**src/rtl/data_mem_arbiter_pkg.sv**
```systemverilog
// rtl/data_mem_arbiter_pkg.sv - MemoryBus shared types for the data memory and its arbiter
// Purpose: command/result types for the byte-masked data memory, plus the
//          arbiter's port identifier.
// Contents: Cmd (write data + byte mask), Result (read word), ArbPort.
package MemoryBus;

    // Write data and per-byte write mask; mask bit i enables data byte i.
    typedef struct packed {
        logic [31:0] data;
        logic [3:0]  mask;
    } Cmd;

    // Read word returned by the memory one cycle after the address.
    typedef logic [31:0] Result;

    // Requester identity: port 0 is the CPU load/store unit, port 1 the DMA/debug master.
    typedef enum logic {PORT_CPU, PORT_DMA} ArbPort;

endpackage

```
**src/rtl/data_mem_arbiter_starve_counter.sv**
```systemverilog
// rtl/data_mem_arbiter_starve_counter.sv - saturating wait counter with clear and limit flag
// Purpose: counts consecutive refused cycles of the low-priority port.
// Ports:
//   clk, rst_n    clock, asynchronous active-low reset
//   clr_i         clear to zero (wins over increment)
//   inc_i         increment, saturating at LIMIT
//   at_limit_o    count has reached LIMIT
module starve_counter #(
    parameter int unsigned LIMIT = 4
) (
    input  logic clk,
    input  logic rst_n,
    input  logic clr_i,
    input  logic inc_i,
    output logic at_limit_o
);

    localparam logic [7:0] LIMIT_C = 8'(LIMIT);

    logic [7:0] cnt_q;
    logic [7:0] cnt_d;

    always_comb begin
        cnt_d = cnt_q;
        if (clr_i) begin
            cnt_d = 8'd0;
        end else if (inc_i && (cnt_q != LIMIT_C)) begin
            cnt_d = cnt_q + 8'd1;
        end
    end

    always_ff @(posedge clk or negedge rst_n) begin
        if (!rst_n) begin
            cnt_q <= 8'd0;
        end else begin
            cnt_q <= cnt_d;
        end
    end

    assign at_limit_o = (cnt_q == LIMIT_C);

endmodule

```
**src/rtl/data_mem_arbiter.sv**
```systemverilog
// rtl/data_mem_arbiter.sv - two-port arbiter in front of the single-port data memory
// Purpose: grants one access per cycle (port 0 priority, port 1 starvation
//          guard), drives the memory request and routes the one-cycle-late
//          read result back to the port that issued the read.
// Ports:
//   clk, rst_n                  clock, asynchronous active-low reset
//   pN_valid/pN_ready           per-port request handshake
//   pN_addr/pN_we/pN_cmd        per-port word address, write enable, write command
//   pN_rsp_valid, rsp_data      read response strobe per port, shared data
//   mem_addr/mem_we/mem_cmd     request to the memory
//   mem_rdata                   memory read data, one cycle after the address
module data_mem_arbiter
    import MemoryBus::*;
#(
    parameter int unsigned WIDTH        = 10,
    parameter int unsigned STARVE_LIMIT = 4
) (
    input  logic               clk,
    input  logic               rst_n,
    input  logic               p0_valid,
    output logic               p0_ready,
    input  logic [WIDTH-3:0]   p0_addr,
    input  logic               p0_we,
    input  Cmd                 p0_cmd,
    input  logic               p1_valid,
    output logic               p1_ready,
    input  logic [WIDTH-3:0]   p1_addr,
    input  logic               p1_we,
    input  Cmd                 p1_cmd,
    output logic               p0_rsp_valid,
    output logic               p1_rsp_valid,
    output logic [31:0]        rsp_data,
    output logic [WIDTH-3:0]   mem_addr,
    output logic               mem_we,
    output Cmd                 mem_cmd,
    input  Result              mem_rdata
);

    logic   p1_at_limit;
    logic   grant0;
    logic   grant1;
    logic   rsp_pend_q;
    logic   rsp_pend_d;
    ArbPort rsp_owner_q;
    ArbPort rsp_owner_d;

    starve_counter #(
        .LIMIT (STARVE_LIMIT)
    ) u_starve (
        .clk        (clk),
        .rst_n      (rst_n),
        .clr_i      (!p1_valid || grant1),
        .inc_i      (p1_valid && !grant1),
        .at_limit_o (p1_at_limit)
    );

    // Grants are suppressed while reset is asserted so nothing reaches the
    // memory during reset, even with requests already present.
    always_comb begin
        grant0 = 1'b0;
        grant1 = 1'b0;
        if (rst_n) begin
            if (p1_valid && p1_at_limit) begin
                grant1 = 1'b1;
            end else if (p0_valid) begin
                grant0 = 1'b1;
            end else if (p1_valid) begin
                grant1 = 1'b1;
            end
        end
    end

    assign p0_ready = grant0;
    assign p1_ready = grant1;

    // Port 0 owns the address/command lines unless port 1 is granted.
    always_comb begin
        mem_addr = grant1 ? p1_addr : p0_addr;
        mem_cmd  = grant1 ? p1_cmd  : p0_cmd;
        mem_we   = (grant0 && p0_we) || (grant1 && p1_we);
    end

    // A response slot is opened for every accepted read; reads back-to-back
    // simply reload it each cycle, which keeps the pipeline at one per cycle.
    always_comb begin
        rsp_pend_d  = (grant0 && !p0_we) || (grant1 && !p1_we);
        rsp_owner_d = grant1 ? PORT_DMA : PORT_CPU;
    end

    always_ff @(posedge clk or negedge rst_n) begin
        if (!rst_n) begin
            rsp_pend_q  <= 1'b0;
            rsp_owner_q <= PORT_CPU;
        end else begin
            rsp_pend_q  <= rsp_pend_d;
            rsp_owner_q <= rsp_owner_d;
        end
    end

    assign p0_rsp_valid = rsp_pend_q && (rsp_owner_q == PORT_CPU);
    assign p1_rsp_valid = rsp_pend_q && (rsp_owner_q == PORT_DMA);
    assign rsp_data     = mem_rdata;

endmodule

```
**config.mk**
```make
export PLATFORM = sky130hd
export DESIGN_NAME = data_mem_arbiter
export DESIGN_NICKNAME = d
export VERILOG_FILES = /design/src/rtl/data_mem_arbiter_pkg.sv /design/src/rtl/data_mem_arbiter_starve_counter.sv /design/src/rtl/data_mem_arbiter.sv
export SDC_FILE = /design/constraint.sdc
export NUM_CORES = 1
export LEC_CHECK = 0
export BUFFER_PORTS_ARGS = -buffer_cell sky130_fd_sc_hd__buf_2
export CORE_AREA = 3 3 80 82
export DETAILED_ROUTE_END_ITERATION = 16
export DIE_AREA = 0 0 83 85
export GPL_TIMING_DRIVEN = 0
export PLACE_DENSITY = 0.76
export SLEW_MARGIN = 0
export SYNTH_ARGS = -nofsm -noshare
export SYNTH_HDL_FRONTEND = slang
export SYNTH_SLANG_ARGS = --single-unit
export TNS_END_PERCENT = 1
```
**constraint.sdc**
```tcl
create_clock -name clk -period 4 [get_ports clk]
set_input_delay 0.4 -clock clk [delete_from_list [all_inputs] [get_ports clk]]
set_output_delay 0.4 -clock clk [all_outputs]
set_load 0.01 [all_outputs]
```
==> results of run 1 <==
-- sequential cells by signal, summed over array words and instances (netlist names) --
name	cells
u_starve.cnt_q	8
rsp_owner_q	1
rsp_pend_q	1
-- layer usage --
layer  wire, um  track usage, %  vias up
met5          0               0        -
li1           -               -      805
met3        522            3.88        8
met2       2580            24.3      111
met1       1860            14.8      713
met4         70            3.71        0
-- synth_stat cells --
cell type / number
nor3b_1: 1
nand3b_1: 1
xnor2_1: 3
xor2_1: 1
or3_1: 1
nor2b_1: 1
inv_1: 6
ha_1: 2
o21ai_0: 1
a21oi_1: 1
and2_1: 1
nor3_1: 5
mux2_2: 5
mux2_1: 39
a211oi_1: 2
buf_4: 32
nor4b_4: 1
dfrtp_1: 10
and3b_1: 1
nand3_1: 4
and3_1: 1
buf_2: 1
nor4bb_1: 1
o22ai_1: 2
nor2_1: 1
buf_6: 4
nand2_1: 6
a21oi_4: 1
nand2b_1: 1
a22o_1: 2
-- power groups by stage --
stage          Sequential, uW  Clock [uW]  Combinational, uW
5_1_grt                   108         112                228
6_report                  108         103                208
2_1_floorplan             108           0                107
4_1_cts                   108         104                212
3_3_place_gp              109           0                206
3_5_place_dp              109           0                211
-- logic make-up (layout without fill, tap and decap cells) --
group | Yosys count | count (layout) | share of synthesized area, %
AO/OA/AOI/OAI | 9 | 9 | 5.28
XOR/XNOR | 4 | 4 | 2.60
adder cells (fa/ha/maj) | 2 | 2 | 1.85
buffers and inverters | 43 | 220 | 23.2
flip-flops | 10 | 10 | 18.5
multiplexers | 44 | 44 | 36.7
AND/OR/NAND/NOR | 26 | 26 | 11.9
-- area by class of cell --
| type | count | share of cell area, % |
|---|---|---|
| inverter | 6 | 0.956 |
| tap | 75 | 3.98 |
| clock buffer | 3 | 1.75 |
| timing repair buffer | 174 | 37.0 |
| sequential | 10 | 10.6 |
| buffer | 37 | 12.3 |
| multi-input combinational | 85 | 33.4 |
-- stage by stage --
step	hold slack, ps	utilization (%)
after global routing	45.2	40.5
after global placement	288	39.8
final	35.0	40.5
after detailed placement	295	39.8
after floorplan	104	-
after CTS	43.6	40.5
-- how the worst min path moves through the flow --
| stage | from | endpoint | slack, ps | cells past startpoint |
|---|---|---|---|---|
| final | rst_n | u_starve.cnt_q[7]$_DFFE_PN0P_ | 30 | 1 |
| after global routing | rst_n | u_starve.cnt_q[7]$_DFFE_PN0P_ | 50 | 1 |
| after CTS | rst_n | u_starve.cnt_q[7]$_DFFE_PN0P_ | 40 | 1 |
| after detailed placement | rst_n | u_starve.cnt_q[5]$_DFFE_PN0P_ | 290 | 1 |
| after global placement | rst_n | rsp_pend_q$_DFF_PN0_ | 290 | 1 |
| after floorplan | rst_n | rsp_owner_q$_DFF_PN0_ | 100 | 0 |
==> results.toml, run 1 <==
[run_status]
outcome = "finished clean"

[placed_design]
place_area_um2 = 2310
place_hpwl_mm = 4.50
dp_slack_ps = 1500
numPortBuffers = 174
finalWeightedCongestion = 0.834
dp.cells = 387

[cts]
cts_tree = "built"
postCtsSetupRepairBufs = 0
cts_resized = 0
cts_buffers = 3
clock_path_buffers = 2
clock_latency_ps = 240
ctsHoldBuffers = 0
clk_pin_slew_worst_paths_ps = 50
cts_num_sinks = 10
htreeDepth = 1
root_buffer = "clkbuf_8"

[layout]
ff_latch_area_um2 = 250
final_nets = 445
stdcell_count = 390
area_delta_synth_final_pct = 74.5
final_common_cell = "buf_2"
multi_input_area_um2 = 787
final_cell_mix = "buf_2 (175), mux2_1 (39), buf_4 (32), dfrtp_1 (10)"
antenna_cells = 0
fillers = 581
stdcell_area_um2 = 2360
drive_gt1_share_pct = 70.2

[worst_setup_path]
crit_fanout = 10
slowest_stage = "a21oi_4"
r2r_end = "u_starve.cnt_q[0]$_DFFE_PN0P_"
endpoint_kind = "output port"
cp-startpoint = "u_starve.cnt_q[0]$_DFFE_PN0P_"
crit_end = "mem_cmd[4]"
crit_path_max_incr_delay_ps = 400
crit_family = "buffers and inverters"
reg2reg_slack_ps = 2120
critPathKind = "reg -> out"
cp.depth = 8
path_buf_inv = 3
cp.required_ps = 3600
r2r_start = "u_starve.cnt_q[0]$_DFFE_PN0P_"
crit_arrival_ps = 2290
r2r_cells = 7
cp-start-kind = "flop"
worstPathCellList = "inv_1, ha_1, nor3b_1, nand2_1, a21oi_4, buf_6, mux2_1, buf_2"

[global_route]
grtUsageTotal_pct = 13.2
grt_pass1_vias = 1612
grt_first_pass_wirelength_mm = 7.69
grt_max_degree = 15
globalRouteOverflowTotal = 0
antenna_found_initial = 0

[yosys]
synth_fp_nets = 266
synth_seq_cells = 10
synth_area_leaders = "mux2_1 (33%), dfrtp_1 (19%), buf_4 (18%)"
yosysTopAreaCell = "mux2_1"
synthDominantCellAreaShare_pct = 32.5
syn_inst = 138
yosysUniqueCellTypes = 30
yosysSeqAreaShare_pct = 18.5
syn_avg_cell_area_um2 = 9.78
yosysWarnings = 0
syn_area_um2 = 1350

[pwr]
p_seq_share_pct = 25.7
pwr-share-comb_pct = 49.7
power_density_nw_per_um2 = 178
vdd_drop_max_uv = 86.0
p_int_uw = 289
p_leak_uw = 0.00131
p_sw_share_pct = 31.1
p_clk_share_pct = 24.6
power.switching_uw = 130
power.total_uw = 419

[die]
initial_core_util_pct = 23.2
io_pins = 207
die_h_um = 85
core_area_um2 = 5820
die_x_um = 83
die_area_um2 = 7060
rows = 28

[sta]
rsz0062_at_grt = "no"
final.setup.worst_slack_ps = 1310
slew_headroom_pct = 71.5
tightestPinTransition_ps = 422
fin_crit_ps = 2690
skew_ps = 4.14
finalCritPeriodShare_pct = 67.3
hold_violations = 0
fmax_ghz = 0.371
fin_setup_tns_ps = 0
finalSetupViolCount = 0
maxSlewViolCount = 0

[hold_path]
hold_class = "in -> async"

[drt]
drt_iter0_markers = 95
vias_per_cell = 4.20
wl_mm = 5.03
drt-pass1-iter-count = 4
detail-route-antenna-nets = 0
drc = 0
wl_per_cell_um = 12.9
vias = 1637

[run]
maxCapViolCount = 0
No activity file was read; power rests on OpenSTA's default activity.
==> run 2, diff against run 1 <==
--- a/config.mk
+++ b/config.mk
@@ -5,12 +5,13 @@
 export SDC_FILE = /design/constraint.sdc
 export NUM_CORES = 1
 export LEC_CHECK = 0
+export ABC_AREA = 1
 export BUFFER_PORTS_ARGS = -buffer_cell sky130_fd_sc_hd__buf_2
-export CORE_AREA = 3 3 80 82
+export CORE_MARGIN = 3
+export CORE_UTILIZATION = 28
 export DETAILED_ROUTE_END_ITERATION = 16
-export DIE_AREA = 0 0 83 85
 export GPL_TIMING_DRIVEN = 0
-export PLACE_DENSITY = 0.76
+export PLACE_DENSITY = 0.87
 export SLEW_MARGIN = 0
 export SYNTH_ARGS = -nofsm -noshare
 export SYNTH_HDL_FRONTEND = slang
==> constraint.sdc (replaced) <==
create_clock -name clk -period 2.3 [get_ports clk]
set_input_delay 0.23 -clock clk [delete_from_list [all_inputs] [get_ports clk]]
set_output_delay 0.23 -clock clk [all_outputs]
set_load 0.01 [all_outputs]
==> run 2 against run 1 <==
Against the previous run: setup slack lost 1200 ps; via count grew 32%; largest cell class unchanged; clock power grew 73%; clock skew shrank 3.7 ps; die area shrank 10%.
==> results.toml, run 2 <==
[layout]
drive_gt1_share_pct = 53.5
final_common_cell = "buf_2"
area_delta_synth_final_pct = 66.2
final_nets = 571
final_cell_mix = "buf_2 (175), nand2_1 (148), buf_4 (34), nor2_1 (12), inv_1 (11)"
stdcell_count = 512
final_util_pct = 48.8
largest_register_ffs = 8
reg_top3 = "u_starve.cnt_q: 8 flops, rsp_owner_q: 1 flops, rsp_pend_q: 1 flops"
regMostFlops = "u_starve.cnt_q"

[die]
die_x_um = 79.6
io_pins = 207
die_h_um = 79.6
die_area_um2 = 6340
initial_core_util_pct = 29.3
rows = 26
core_area_um2 = 5170

[pwr]
power.total_uw = 762
vdd_drop_max_uv = 163
p_leak_uw = 0.00167
power_density_nw_per_um2 = 302

[worst_setup_path]
critPathKind = "reg -> out"
cp.required_ps = 2070
endpoint_kind = "output port"
crit_arrival_ps = 1970
crit_fanout = 10
cp-start-kind = "flop"

[drt]
drt_iter0_markers = 50
drc = 0
wl_mm = 5.90
detail-route-antenna-nets = 0
vias = 2167
vias_per_cell = 4.23
wl_per_cell_um = 11.5
drt-pass1-iter-count = 4

[sta]
fin_setup_tns_ps = 0
final.setup.worst_slack_ps = 103
maxSlewViolCount = 0
finalSetupViolCount = 0
fmax_ghz = 0.455
hold_violations = 0
slew_headroom_pct = 72.9
skew_ps = 0.445
rsz0062_at_grt = "yes"
fin_crit_ps = 2200
finalCritPeriodShare_pct = 95.5
tightestPinTransition_ps = 407

[yosys]
synthFlopType = "dfrtp_1"
yosysSeqAreaShare_pct = 16.5
synthXorXnorAreaFrac_pct = 0.577
synth-simple-area-share_pct = 51.9
synth_seq_cells = 10
syn_avg_cell_area_um2 = 5.73
syn_area_um2 = 1520
synth_edf_count = 0
synth_compound_area_share_pct = 3.46
synth-adder-area-share_pct = 1.65
yosysUniqueCellTypes = 23
synth_common_cells = "nand2_1 (148), buf_4 (34), nor2_1 (12), inv_1 (11), dfrtp_1 (10)"
yosysTopAreaCell = "nand2_1"
synthDominantCellAreaShare_pct = 36.6
muxShareOfSynthArea_pct = 0
synth_fp_nets = 393
synth_area_leaders = "nand2_1 (37%), buf_4 (17%), dfrtp_1 (16%)"
yosysWarnings = 0
syn_inst = 265
synth_top_family_by_area = "simple AND/OR/NAND/NOR gates"
synthArstFlopShare_pct = 100
synth.most_common_cell = "nand2_1"

[global_route]
grtUsageTotal_pct = 16.9
grt_pass1_vias = 2044
grt_max_degree = 16
globalRouteOverflowTotal = 0
grt_first_pass_wirelength_mm = 8.78
antenna_found_initial = 1

[placed_design]
dp.cells = 507
dp_slack_ps = 359
place_hpwl_mm = 5.13
finalWeightedCongestion = 0.855
numPortBuffers = 172

[cts]
clock_latency_ps = 230
cts_tree = "built"
cts_num_sinks = 10
root_buffer = "clkbuf_8"
htreeDepth = 1
clock_path_buffers = 2
clk_pin_slew_worst_paths_ps = 50
cts_buffers = 3

[hold_path]
hold_class = "in -> reg"

[run]
maxCapViolCount = 0

[run_status]
outcome = "finished clean"
## run 2: worst paths after layout
path	from	end	slack, ps	depth (start not counted)
worst max-delay path	u_starve.cnt_q[0]$_DFFE_PN0P_	mem_cmd[32]	100	11
worst min-delay path	p1_we	rsp_pend_q$_DFF_PN0_	270	3
worst max register to register	u_starve.cnt_q[0]$_DFFE_PN0P_	rsp_owner_q$_DFF_PN0_	760	9
worst min register to register	u_starve.cnt_q[1]$_DFFE_PN0P_	u_starve.cnt_q[1]$_DFFE_PN0P_	590	2
max in group asynchronous	rst_n	rsp_owner_q$_DFF_PN0_	1720	2
min in group asynchronous	rst_n	u_starve.cnt_q[6]$_DFFE_PN0P_	410	2
## run 2: final cells by class
| cell class | instances | area (um2) |
|---|---|---|
| antenna | 1 | 2.50 |
| timing repair buffer | 173 | 873 |
| sequential | 10 | 250 |
| buffer | 43 | 333 |
| clock buffer | 3 | 41.3 |
| fill | 525 | 2650 |
| multi-input combinational | 197 | 873 |
| tap | 70 | 87.6 |
| inverter | 15 | 61.3 |
## run 2: cells by family after synthesis
logic type,Yosys count
buffers and inverters,58
flip-flops,10
AO/OA/AOI/OAI,7
XOR/XNOR,1
adder cells (fa/ha/maj),2
AND/OR/NAND/NOR,187
## run 2: repair_timing
action | 4_1_cts | 5_1_grt
endpoints found under the hold margin | 10 | 0
buffers inserted | 0 | 0
hold buffers | 1 | 0
gates resized for setup | 0 | 1
endpoints found under the setup margin | 0 | 25
## run 2: metrics by stage
stage | hold slack [ps] | instance area [um2]
after floorplan | -65.6 | 1520
after global placement | 129 | 2470
after detailed placement | 135 | 2470
after CTS | 282 | 2520
after global routing | 300 | 2520
final | 275 | 2520
## run 2: report_power, final
group	switching [uW]	internal, uW
logic	196	200
registers	5.39	182
clock network	64.0	114
## run 2: metal layers
| layer | up-vias | GRT usage [%] | wire, um |
|---|---|---|---|
| li1 | 1126 | - | - |
| met1 | 943 | 19.3 | 2160 |
| met2 | 90 | 32.1 | 3320 |
| met3 | 8 | 1.58 | 349 |
| met4 | 0 | 5.67 | 75 |
| met5 | - | 0 | 0 |
## run 2: critical path, stage by stage, from the launching register on
cell and delay (ps):
dfrtp_1 410, inv_1 80, ha_1 220, nand2_1 110, nor2_4 40, nand2_4 80, nand2_4 70, nand2_4 160
buf_2 240, nand2_1 80, nand2_1 100, buf_2 140
==> run 3, diff against run 2 <==
--- a/config.mk
+++ b/config.mk
@@ -6,12 +6,12 @@
 export NUM_CORES = 1
 export LEC_CHECK = 0
 export ABC_AREA = 1
-export BUFFER_PORTS_ARGS = -buffer_cell sky130_fd_sc_hd__buf_2
+export BUFFER_PORTS_ARGS = -buffer_cell sky130_fd_sc_hd__buf_4
 export CORE_MARGIN = 3
 export CORE_UTILIZATION = 28
 export DETAILED_ROUTE_END_ITERATION = 16
 export GPL_TIMING_DRIVEN = 0
-export PLACE_DENSITY = 0.87
+export PLACE_DENSITY = 0.77
 export SLEW_MARGIN = 0
 export SYNTH_ARGS = -nofsm -noshare
 export SYNTH_HDL_FRONTEND = slang
==> run 3 against run 2 <==
Against the previous run: via count shrank 1.9%; clock skew grew 4.2 ps; total power grew 19%; largest cell class unchanged; largest power group unchanged.
==> results.toml, run 3 (synthesis gave the netlist of run 2 again) <==
[run_status]
outcome = "finished clean"

[cts]
cts_buffers = 3
htreeDepth = 1
clk_pin_slew_worst_paths_ps = 50
cts_tree = "built"
clock_latency_ps = 240
clock_path_buffers = 2
root_buffer = "clkbuf_8"
cts_num_sinks = 10

[placed_design]
numPortBuffers = 172
place_area_um2 = 2900
place_hpwl_mm = 5.41
finalWeightedCongestion = 0.897
dp.cells = 507

[drt]
detail-route-antenna-nets = 0
vias_per_cell = 4.15
drt_iter0_markers = 53
drc = 0
wl_mm = 6.14
vias = 2126
drt-pass1-iter-count = 4
wl_per_cell_um = 12.0

[sta]
fin_setup_tns_ps = 0
rsz0062_at_grt = "no"
tightestPinTransition_ps = 399
finalCritPeriodShare_pct = 92.7
finalSetupViolCount = 0
maxSlewViolCount = 0
slew_headroom_pct = 73.4
fin_crit_ps = 2130
hold_violations = 0
fmax_ghz = 0.469
skew_ps = 4.60

[global_route]
antenna_found_initial = 0
grt_first_pass_wirelength_mm = 9.00
grt_pass1_vias = 2030
grt_max_degree = 16
grtUsageTotal_pct = 17.8
globalRouteOverflowTotal = 0

[worst_setup_path]
endpoint_kind = "output port"
crit_arrival_ps = 1900
crit_fanout = 10
critPathKind = "reg -> out"
cp-start-kind = "flop"
cp.required_ps = 2070

[die]
rows = 26
io_pins = 207
die_x_um = 79.6
initial_core_util_pct = 29.3
die_h_um = 79.6
core_area_um2 = 5170
die_area_um2 = 6340

[run]
maxCapViolCount = 0

[pwr]
p_leak_uw = 0.00182
vdd_drop_max_uv = 186
power_density_nw_per_um2 = 303

[layout]
reg_top3 = "u_starve.cnt_q: 8 flops, rsp_owner_q: 1 flops, rsp_pend_q: 1 flops"
final_common_cell = "buf_4"
largest_register_ffs = 8
antenna_cells = 0
regMostFlops = "u_starve.cnt_q"
final_cell_mix = "buf_4 (206), nand2_1 (148), nor2_1 (12), inv_1 (11), dfrtp_1 (10)"
final_nets = 571
area_delta_synth_final_pct = 96.4
drive_gt1_share_pct = 53.6
stdcell_count = 512
stdcell_area_um2 = 2980

[hold_path]
hold_class = "in -> reg"
run 3: changes by cell type in the layout (fill, tap and decap cells not counted), sizes merged:
cell	before	now
diode	1	0
buf	214	212
clkbuf	4	7
run 3: worst max-delay path: stages, from the launching register on:
cell and delay (ps):
dfrtp_1 420, inv_1 110, ha_1 180, nand2_1 90, nor2_4 100, nand2_4 80, nand2_4 100, nand2_8 90
inv_8 100, buf_6 140, nand2_1 50, nand2_1 70, buf_4 120
run 3: metrics by stage:
stage / hold WS (ps) / setup slack [ps] / utilization, % / total power, uW
4_1_cts: 276 / 97.9 / 57.3 / 912
2_1_floorplan: -65.6 / 674 / - / 395
3_5_place_dp: 83.3 / 377 / 56.0 / 683
3_3_place_gp: 82.3 / 428 / 56.0 / 677
6_report: 273 / 169 / 57.6 / 903
5_1_grt: 307 / 18.6 / 57.6 / 960
run 3: final timing paths:
check | from | slack [ps] | cells past startpoint | to
max in group asynchronous | rst_n | 1730 | 2 | u_starve.cnt_q[6]$_DFFE_PN0P_
setup reg to reg | u_starve.cnt_q[0]$_DFFE_PN0P_ | 800 | 9 | rsp_owner_q$_DFF_PN0_
setup / recovery | u_starve.cnt_q[0]$_DFFE_PN0P_ | 170 | 12 | mem_cmd[19]
min in group asynchronous | rst_n | 400 | 2 | u_starve.cnt_q[0]$_DFFE_PN0P_
hold reg to reg | u_starve.cnt_q[0]$_DFFE_PN0P_ | 580 | 2 | u_starve.cnt_q[0]$_DFFE_PN0P_
hold / removal | p1_we | 270 | 3 | rsp_pend_q$_DFF_PN0_
run 3: area by class of cell:
| class | instances | area (um2) |
|---|---|---|
| fillers | 494 | 2190 |
| repair buffers | 173 | 1300 |
| multi-input cells | 197 | 882 |
| plain buffers | 43 | 340 |
| flip-flops and latches | 10 | 250 |
| well taps | 70 | 87.6 |
| inverters | 15 | 63.8 |
| clock buffers | 4 | 55.1 |
run 3: power breakdown:
| part | switching, uW | leakage, uW | internal [uW] | total [uW] |
|---|---|---|---|---|
| registers | 5.28 | 0.000137 | 182 | 187 |
| clock network | 71.5 | 0.0000288 | 151 | 222 |
| logic | 201 | 0.00165 | 292 | 494 |
| total | 278 | 0.00182 | 625 | 903 |
run 3: what timing repair did:
| action | CTS | global route |
|---|---|---|
| hold buffers | 1 | 0 |
| resized for setup | 0 | 5 |
| setup endpoints to repair | 0 | 10 |
| buffers inserted | 0 | 0 |
| endpoints found under the hold margin | 10 | 0 |
run 3: per-layer routing:
layer	part of all wire (%)	GRT usage (%)
met2	56	34.0
met1	34	18.6
met4	1.7	6.01
met5	0	0
met3	8.5	4.40
